==> src/rtl/usb_in_scheduler_if.sv <==
// Signals between the bulk-IN scheduler and its FIFO read port, USB RX decoder and TX encoder.
// The master modport is the scheduler's view; slave is the surrounding logic's view.
interface usb_in_scheduler_if;
    logic       fifo_empty;
    logic [6:0] fifo_count;
    logic [7:0] fifo_rdata;
    logic       fifo_read;
    logic       rx_token_in;
    logic       rx_ack;
    logic       tx_pkt_start;
    logic [3:0] tx_pid;
    logic [7:0] tx_byte;
    logic       tx_byte_valid;
    logic       tx_byte_ack;
    logic       tx_pkt_end;
    logic       tx_done;
    logic       busy;

    modport master (
        input  fifo_empty, fifo_count, fifo_rdata, rx_token_in, rx_ack, tx_byte_ack, tx_done,
        output fifo_read, tx_pkt_start, tx_pid, tx_byte, tx_byte_valid, tx_pkt_end, busy
    );

    modport slave (
        output fifo_empty, fifo_count, fifo_rdata, rx_token_in, rx_ack, tx_byte_ack, tx_done,
        input  fifo_read, tx_pkt_start, tx_pid, tx_byte, tx_byte_valid, tx_pkt_end, busy
    );
endinterface

==> src/rtl/usb_in_scheduler.sv <==
// Bulk-IN sequencer: drains the FIFO into a replay buffer, answers IN tokens with DATA0/DATA1
// or NAK, and retransmits the buffered packet until the host ACKs it.
module usb_in_scheduler #(
    parameter int unsigned MAX_PKT     = 8,
    parameter int unsigned ACK_TIMEOUT = 400
) (
    input  logic               r_clk,
    input  logic               n_rst,
    usb_in_scheduler_if.master io_bus
);
    localparam int unsigned IdxW = (MAX_PKT > 1) ? $clog2(MAX_PKT) : 1;
    localparam int unsigned TmrW = $clog2(ACK_TIMEOUT + 1);

    localparam logic [3:0] PidData0 = 4'b0011;
    localparam logic [3:0] PidData1 = 4'b1011;
    localparam logic [3:0] PidNak   = 4'b1010;
    localparam logic [6:0] MaxLen   = 7'(MAX_PKT);

    typedef enum logic [3:0] {
        StIdle,
        StLoad,
        StSendPid,
        StSendData,
        StSendEnd,
        StWaitDone,
        StWaitAck,
        StNakPid,
        StNakWait
    } state_e;

    state_e          r_state, w_state_nxt;
    logic            r_toggle, w_toggle_nxt;
    logic            r_pending, w_pending_nxt;
    logic [6:0]      r_len, w_len_nxt;
    logic [IdxW-1:0] r_idx, w_idx_nxt;
    logic [TmrW-1:0] r_timer, w_timer_nxt;
    logic [7:0]      r_buf [MAX_PKT];

    logic            w_idx_last;
    logic            w_timeout;
    logic [6:0]      w_fill_len;

    assign w_idx_last = (7'(r_idx) == r_len - 7'd1);
    assign w_timeout  = (r_timer == TmrW'(ACK_TIMEOUT - 1));

    // A non-empty FIFO reporting zero bytes still yields a one-byte packet, never zero-length.
    always_comb begin
        w_fill_len = io_bus.fifo_count;
        if (io_bus.fifo_count > MaxLen) begin
            w_fill_len = MaxLen;
        end else if (io_bus.fifo_count == 7'd0) begin
            w_fill_len = 7'd1;
        end
    end

    always_comb begin
        w_state_nxt   = r_state;
        w_toggle_nxt  = r_toggle;
        w_pending_nxt = r_pending;
        w_len_nxt     = r_len;
        w_idx_nxt     = r_idx;
        w_timer_nxt   = r_timer;
        unique case (r_state)
            StIdle: begin
                if (io_bus.rx_token_in) begin
                    if (r_pending) begin
                        w_state_nxt = StSendPid;
                    end else if (!io_bus.fifo_empty) begin
                        w_len_nxt   = w_fill_len;
                        w_idx_nxt   = '0;
                        w_state_nxt = StLoad;
                    end else begin
                        w_state_nxt = StNakPid;
                    end
                end
            end
            StLoad: begin
                w_idx_nxt = r_idx + IdxW'(1);
                if (w_idx_last) begin
                    w_pending_nxt = 1'b1;
                    w_idx_nxt     = '0;
                    w_state_nxt   = StSendPid;
                end
            end
            StSendPid: begin
                w_idx_nxt   = '0;
                w_state_nxt = StSendData;
            end
            StSendData: begin
                if (io_bus.tx_byte_ack) begin
                    w_idx_nxt = r_idx + IdxW'(1);
                    if (w_idx_last) begin
                        w_state_nxt = StSendEnd;
                    end
                end
            end
            StSendEnd: begin
                w_state_nxt = StWaitDone;
            end
            StWaitDone: begin
                if (io_bus.tx_done) begin
                    w_timer_nxt = '0;
                    w_state_nxt = StWaitAck;
                end
            end
            StWaitAck: begin
                w_timer_nxt = r_timer + TmrW'(1);
                // ACK has priority over a coincident token; the token is dropped.
                if (io_bus.rx_ack) begin
                    w_toggle_nxt  = ~r_toggle;
                    w_pending_nxt = 1'b0;
                    w_state_nxt   = StIdle;
                end else if (io_bus.rx_token_in) begin
                    w_state_nxt = StSendPid;
                end else if (w_timeout) begin
                    w_state_nxt = StIdle;
                end
            end
            StNakPid: begin
                w_state_nxt = StNakWait;
            end
            StNakWait: begin
                if (io_bus.tx_done) begin
                    w_state_nxt = StIdle;
                end
            end
            default: begin
                w_state_nxt = StIdle;
            end
        endcase
    end

    always_ff @(posedge r_clk or negedge n_rst) begin
        if (!n_rst) begin
            r_state   <= StIdle;
            r_toggle  <= 1'b0;
            r_pending <= 1'b0;
            r_len     <= '0;
            r_idx     <= '0;
            r_timer   <= '0;
        end else begin
            r_state   <= w_state_nxt;
            r_toggle  <= w_toggle_nxt;
            r_pending <= w_pending_nxt;
            r_len     <= w_len_nxt;
            r_idx     <= w_idx_nxt;
            r_timer   <= w_timer_nxt;
        end
    end

    always_ff @(posedge r_clk or negedge n_rst) begin
        if (!n_rst) begin
            for (int unsigned i = 0; i < MAX_PKT; i++) begin
                r_buf[i] <= '0;
            end
        end else if (r_state == StLoad) begin
            r_buf[r_idx] <= io_bus.fifo_rdata;
        end
    end

    // Moore outputs: decoded from state and registers only.
    always_comb begin
        io_bus.fifo_read     = 1'b0;
        io_bus.tx_pkt_start  = 1'b0;
        io_bus.tx_pid        = 4'b0000;
        io_bus.tx_byte       = 8'h00;
        io_bus.tx_byte_valid = 1'b0;
        io_bus.tx_pkt_end    = 1'b0;
        io_bus.busy          = (r_state != StIdle);
        unique case (r_state)
            StLoad: begin
                io_bus.fifo_read = 1'b1;
            end
            StSendPid: begin
                io_bus.tx_pkt_start = 1'b1;
                io_bus.tx_pid       = r_toggle ? PidData1 : PidData0;
            end
            StSendData: begin
                io_bus.tx_pid        = r_toggle ? PidData1 : PidData0;
                io_bus.tx_byte       = r_buf[r_idx];
                io_bus.tx_byte_valid = 1'b1;
            end
            StSendEnd: begin
                io_bus.tx_pid     = r_toggle ? PidData1 : PidData0;
                io_bus.tx_pkt_end = 1'b1;
            end
            StWaitDone: begin
                io_bus.tx_pid = r_toggle ? PidData1 : PidData0;
            end
            StNakPid: begin
                io_bus.tx_pkt_start = 1'b1;
                io_bus.tx_pkt_end   = 1'b1;
                io_bus.tx_pid       = PidNak;
            end
            StNakWait: begin
                io_bus.tx_pid = PidNak;
            end
            default: begin
            end
        endcase
    end
endmodule

==> src/flat_wrapper.sv <==
// flat-port wrapper written by rule: the top's interface ports become plain ports
module usb_in_scheduler_flat 
#(
    parameter int unsigned MAX_PKT     = 8,
    parameter int unsigned ACK_TIMEOUT = 400
)
  (r_clk, n_rst, io_bus_fifo_empty, io_bus_fifo_count, io_bus_fifo_rdata, io_bus_rx_token_in, io_bus_rx_ack, io_bus_tx_byte_ack, io_bus_tx_done, io_bus_fifo_read, io_bus_tx_pkt_start, io_bus_tx_pid, io_bus_tx_byte, io_bus_tx_byte_valid, io_bus_tx_pkt_end, io_bus_busy);
  usb_in_scheduler_if io_bus_i ();
  input  logic r_clk;
  input  logic n_rst;
  input wire logic [$bits(io_bus_i.fifo_empty)-1:0] io_bus_fifo_empty;
  input wire logic [$bits(io_bus_i.fifo_count)-1:0] io_bus_fifo_count;
  input wire logic [$bits(io_bus_i.fifo_rdata)-1:0] io_bus_fifo_rdata;
  input wire logic [$bits(io_bus_i.rx_token_in)-1:0] io_bus_rx_token_in;
  input wire logic [$bits(io_bus_i.rx_ack)-1:0] io_bus_rx_ack;
  input wire logic [$bits(io_bus_i.tx_byte_ack)-1:0] io_bus_tx_byte_ack;
  input wire logic [$bits(io_bus_i.tx_done)-1:0] io_bus_tx_done;
  output wire logic [$bits(io_bus_i.fifo_read)-1:0] io_bus_fifo_read;
  output wire logic [$bits(io_bus_i.tx_pkt_start)-1:0] io_bus_tx_pkt_start;
  output wire logic [$bits(io_bus_i.tx_pid)-1:0] io_bus_tx_pid;
  output wire logic [$bits(io_bus_i.tx_byte)-1:0] io_bus_tx_byte;
  output wire logic [$bits(io_bus_i.tx_byte_valid)-1:0] io_bus_tx_byte_valid;
  output wire logic [$bits(io_bus_i.tx_pkt_end)-1:0] io_bus_tx_pkt_end;
  output wire logic [$bits(io_bus_i.busy)-1:0] io_bus_busy;
  assign io_bus_i.fifo_empty = io_bus_fifo_empty;
  assign io_bus_i.fifo_count = io_bus_fifo_count;
  assign io_bus_i.fifo_rdata = io_bus_fifo_rdata;
  assign io_bus_i.rx_token_in = io_bus_rx_token_in;
  assign io_bus_i.rx_ack = io_bus_rx_ack;
  assign io_bus_i.tx_byte_ack = io_bus_tx_byte_ack;
  assign io_bus_i.tx_done = io_bus_tx_done;
  assign io_bus_fifo_read = io_bus_i.fifo_read;
  assign io_bus_tx_pkt_start = io_bus_i.tx_pkt_start;
  assign io_bus_tx_pid = io_bus_i.tx_pid;
  assign io_bus_tx_byte = io_bus_i.tx_byte;
  assign io_bus_tx_byte_valid = io_bus_i.tx_byte_valid;
  assign io_bus_tx_pkt_end = io_bus_i.tx_pkt_end;
  assign io_bus_busy = io_bus_i.busy;
  usb_in_scheduler #(.MAX_PKT(MAX_PKT), .ACK_TIMEOUT(ACK_TIMEOUT)) u_core (.r_clk(r_clk), .n_rst(n_rst), .io_bus(io_bus_i));
endmodule
==> config.mk <==
export PLATFORM = sky130hd
export DESIGN_NAME = usb_in_scheduler_flat
export DESIGN_NICKNAME = d
export VERILOG_FILES = /design/src/rtl/usb_in_scheduler_if.sv /design/src/rtl/usb_in_scheduler.sv /design/src/flat_wrapper.sv
export SDC_FILE = /design/constraint.sdc
export NUM_CORES = 1
export LEC_CHECK = 0
export ABC_CLOCK_PERIOD_IN_PS = 1750
export CORE_MARGIN = 2
export CORE_UTILIZATION = 52
export DETAILED_ROUTE_END_ITERATION = 10
export HOLD_SLACK_MARGIN = 0.06
export PLACE_DENSITY = 0.84
export RECOVER_POWER = 25
export SLEW_MARGIN = 40
export SYNTH_ARGS = -nofsm -noshare
export SYNTH_HDL_FRONTEND = slang
export SYNTH_SLANG_ARGS = --single-unit
==> constraint.sdc <==
create_clock -name r_clk -period 1.75 [get_ports r_clk]
set_input_delay 0.35 -clock r_clk [delete_from_list [all_inputs] [get_ports r_clk]]
set_output_delay 0.35 -clock r_clk [all_outputs]
set_load 0.05 [all_outputs]
==> summary.txt, run 1 <==
Timing
  – Fmax: a little over 0.4 GHz
  – Max-slew violations: 0
  – Relative slew slack: just under 40%
  – Skew final: between 0.02 and 0.03 ns
  – Share of the cycle needed by the critical path after routing: 138%
  – Final Hold Fails: 0
  – Worst-margin pin slew: 0.907 ns
  – Final setup vio count: between 90 and 100
  – Tmin final: about 2.4 ns
  – Setup WS post-layout: -0.673 ns
  – Hold Worst Slack: 0.504 ns
  – RSZ-0062 raised after global routing: yes

Min path
  – Hold path startpoint: u_core.r_timer[7]
  – HP Class: reg2reg

GRT
  – Total congestion overflow: 0
  – Number of global-route vias before repair: 4429
  – Grt met1 use: between 30% and 40%
  – Gr usage total: 31.9%
  – GR Util met2: 52.5%
  – Initial antenna violation count: 0
  – First-pass GRT wire length: 23.9 mm
  – Largest net degree at the start of global routing: 33
  – Layer with the highest usage: met2
  – Met3 Use GR: under 10%

Power
  – Cell Pwr Density: 2080 nW/um^2
  – VDD IR max: approximately 1100 uV
  – Leak Pwr: between 3 and 4 nW
  – Pwr Total: between 15 and 20 mW

Placed design
  – Post-DP HPWL: roughly 8.3 mm
  – Post-Place Worst Slack: -0.264 ns
  – I/O Buffers: 37
  – Placer congestion estimate: between 0.9 and 1

Detailed routing
  – WL final: 18.4 mm
  – Detail Route Antenna Nets: 0
  – Drt first pass iters: 7
  – DR vias: between 4000 and 5000
  – DR WL/cell: ~27 um
  – Vias/cell: between 6 and 7
  – Initial DRC Count: 439
  – # DRC: 0

Clocking
  – CTS tree: done
  – CTS H-tree lvls: 3
  – Clock latency at the later pin of the worst-skew pair: 0.38 ns
  – Clock-pin transition on the worst setup and hold timing paths: about 0.1 ns
  – CTS max path bufs: 2
  – Root buffer cell: clkbuf_8
  – CTS Buf Count: 9
  – Sink Count: 89

Yosys
  – Top_reg_cell synth: dfrtp_1
  – Post-Synthesis Net Count: between 400 and 500
  – Seq/Total Area, Yosys: a little under half
  – Post-synthesis cell count: 413
  – Synthesized area: between 4000 and 5000 um^2
  – Count of cell types in the netlist: 63
  – Yosys warns: 0
  – Leading area contributor after synthesis: dfrtp_1
  – Syn Area/Cell: 11.2 um^2
  – Yosys reg bits: 89
  – Top-area cell type share of the netlist area: 48.0%
  – Post-synth EDFFs: 0
  – Async set or reset register ratio after synthesis: 100%
  – Ranking of synthesized cells by area: dfrtp_1 (48%), mux2_2 (18%), nand2_1 (3.2%)

Floorplan
  – Chip height: between 90 and 100 um
  – Die area: a little under 10000 um^2
  – # rows: 34
  – Die width: 98.5 um
  – # IOs: 39
  – Initial Util: between 50 and 60%
  – Core ar.: a little under 9000 um^2

Layout
  – # nets final: 584
  – Ratio of cells with drive above 1 in the final layout: a little under three fifths
  – Synth-to-layout area growth: 55.5%
  – Fillers: 395
  – Diode count: 0

Worst setup path
  – Critical R2R Launch: u_core.r_state[2]
  – Worst setup EP type: output pin
  – CP Class: reg2out
  – CP Max Fanout: 4
  – Worst Setup SP: u_core.r_idx[0]
  – CP required: roughly 1.4 ns
  – Type of origin of the critical path: register
  – Arr. time, crit path: around 2.1 ns

Run status
  – Failing checks: negative setup slack
  – Status: complete, but fails checks

Job
  – Number of max-cap violations: 0
[power breakdown]
part	internal [mW]	switching, mW
clock network	0.545	0.898
logic	4.80	4.89
registers	3.01	0.867
[state kept, by name, indices dropped and copies added, names as in the netlist]
| name | flops |
|---|---|
| u_core.r_state | 4 |
| u_core.r_toggle | 1 |
| u_core.r_idx | 3 |
| u_core.r_len | 7 |
| u_core.r_pending | 1 |
| u_core.r_buf | 64 |
| u_core.r_timer | 9 |
[logic make-up after synthesis]
kind of cell | share of synthesized area (%)
AND/OR/NAND/NOR | 13.9
flip-flops | 48.0
multiplexers | 20.1
AO/OA/AOI/OAI | 12.1
buffers and inverters | 3.75
XOR/XNOR | 1.32
adder cells (fa/ha/maj) | 0.809
other | 0.0808
[cell usage after synthesis, types with 2 or more instances]
| cell | number |
|---|---|
| a21oi_1 | 9 |
| a221oi_1 | 5 |
| a22o_1 | 4 |
| a22oi_1 | 5 |
| a31oi_1 | 2 |
| and2_1 | 5 |
| and2b_2 | 2 |
| and3_1 | 3 |
| buf_1 | 4 |
| buf_2 | 6 |
| buf_4 | 2 |
| buf_6 | 3 |
| clkbuf_1 | 5 |
| clkbuf_8 | 2 |
| dfrtp_1 | 89 |
| ha_1 | 3 |
| inv_1 | 9 |
| mux2_2 | 73 |
| mux2i_1 | 11 |
| nand2_1 | 40 |
| nand2b_1 | 2 |
| nand3_1 | 9 |
| nand3b_1 | 3 |
| nand4_1 | 6 |
| nor2_1 | 23 |
| nor2b_1 | 5 |
| nor3_1 | 4 |
| nor3_4 | 2 |
| nor3b_1 | 2 |
| nor4_1 | 2 |
| o211ai_1 | 4 |
| o21ai_0 | 28 |
| o2bb2ai_1 | 2 |
| o311ai_0 | 2 |
| o31ai_1 | 4 |
| xnor2_1 | 5 |
| xor2_1 | 2 |
[metrics by stage]
stage	cells	setup TNS (ns)	utilization, %	cell area (um^2)
2_1_floorplan	413	-5.32	-	4890
6_report	672	-23.09	83.2	7220
3_3_place_gp	615	-2.83	69.3	6010
5_1_grt	672	-25.51	83.2	7220
3_5_place_dp	615	-5.54	69.3	6010
4_1_cts	652	-8.98	76.0	6600
[critical path, stage by stage, from the launching register on]
cell and delay (ns):
dfrtp_2 0.46, mux2_2 0.37, a22o_1 0.22, a221oi_2 0.40, nor2_4 0.08, buf_6 0.16
[layout make-up]
| type | instances | area, um^2 | area share, % |
|---|---|---|---|
| Clock buffer | 9 | 124 | 1.72 |
| Clock inverter | 7 | 63.8 | 0.884 |
| Inverter | 9 | 40.0 | 0.555 |
| Multi-Input combinational cell | 293 | 2920 | 40.5 |
| Sequential cell | 89 | 2230 | 30.9 |
| Tap cell | 108 | 135 | 1.87 |
| Timing Repair Buffer | 157 | 1700 | 23.6 |
[placed cells by master (no fill, tap or decap), types with 10 or more instances in the layout]
master           count
mux2i_1             10
buf_6               41
buf_12              21
mux2_4              35
nor2_1              11
buf_4               67
clkdlybuf4s50_1     20
o21ai_0             13
mux2_2              38
dfrtp_1             84
nand2_1             36
[per-layer routing]
layer	up-vias	routed length [um]	part of all wire [%]
met3	113	1410	7.6
met4	0	1130	6.1
met2	342	8740	48
met1	2291	7130	39
met5	-	0	0
li1	1793	-	-
[final timing paths]
| path | endpoint | slack [ns] | cells past startpoint |
|---|---|---|---|
| max | io_bus_tx_byte[4] | -0.67 | 5 |
| min | u_core.r_timer[7] | 0.50 | 1 |
| max reg2reg | u_core.r_buf[52] | -0.30 | 9 |
| min reg2reg | u_core.r_timer[7] | 0.50 | 1 |
| max in group asynchronous | u_core.r_buf[28] | 0.42 | 3 |
| min in group asynchronous | u_core.r_state[0] | 0.63 | 2 |
[timing repair]
action | CTS | global route
endpoints found under the setup margin | 66 | 99
pin swaps | 26 | 41
setup buffers | 20 | 26
gates resized for setup | 68 | 109
cloned | 0 | 1
hold endpoints to repair | 28 | 0
hold buffers | 1 | 0
Power figures use the tool's default switching activity.
==> run 2, diff against run 1 <==
- GPL_ROUTABILITY_DRIVEN: default -> 0
- GPL_TIMING_DRIVEN: default -> 1
==> results of run 2 <==
Same layout as run 1: the final DEF is identical, and so are final timing and power.
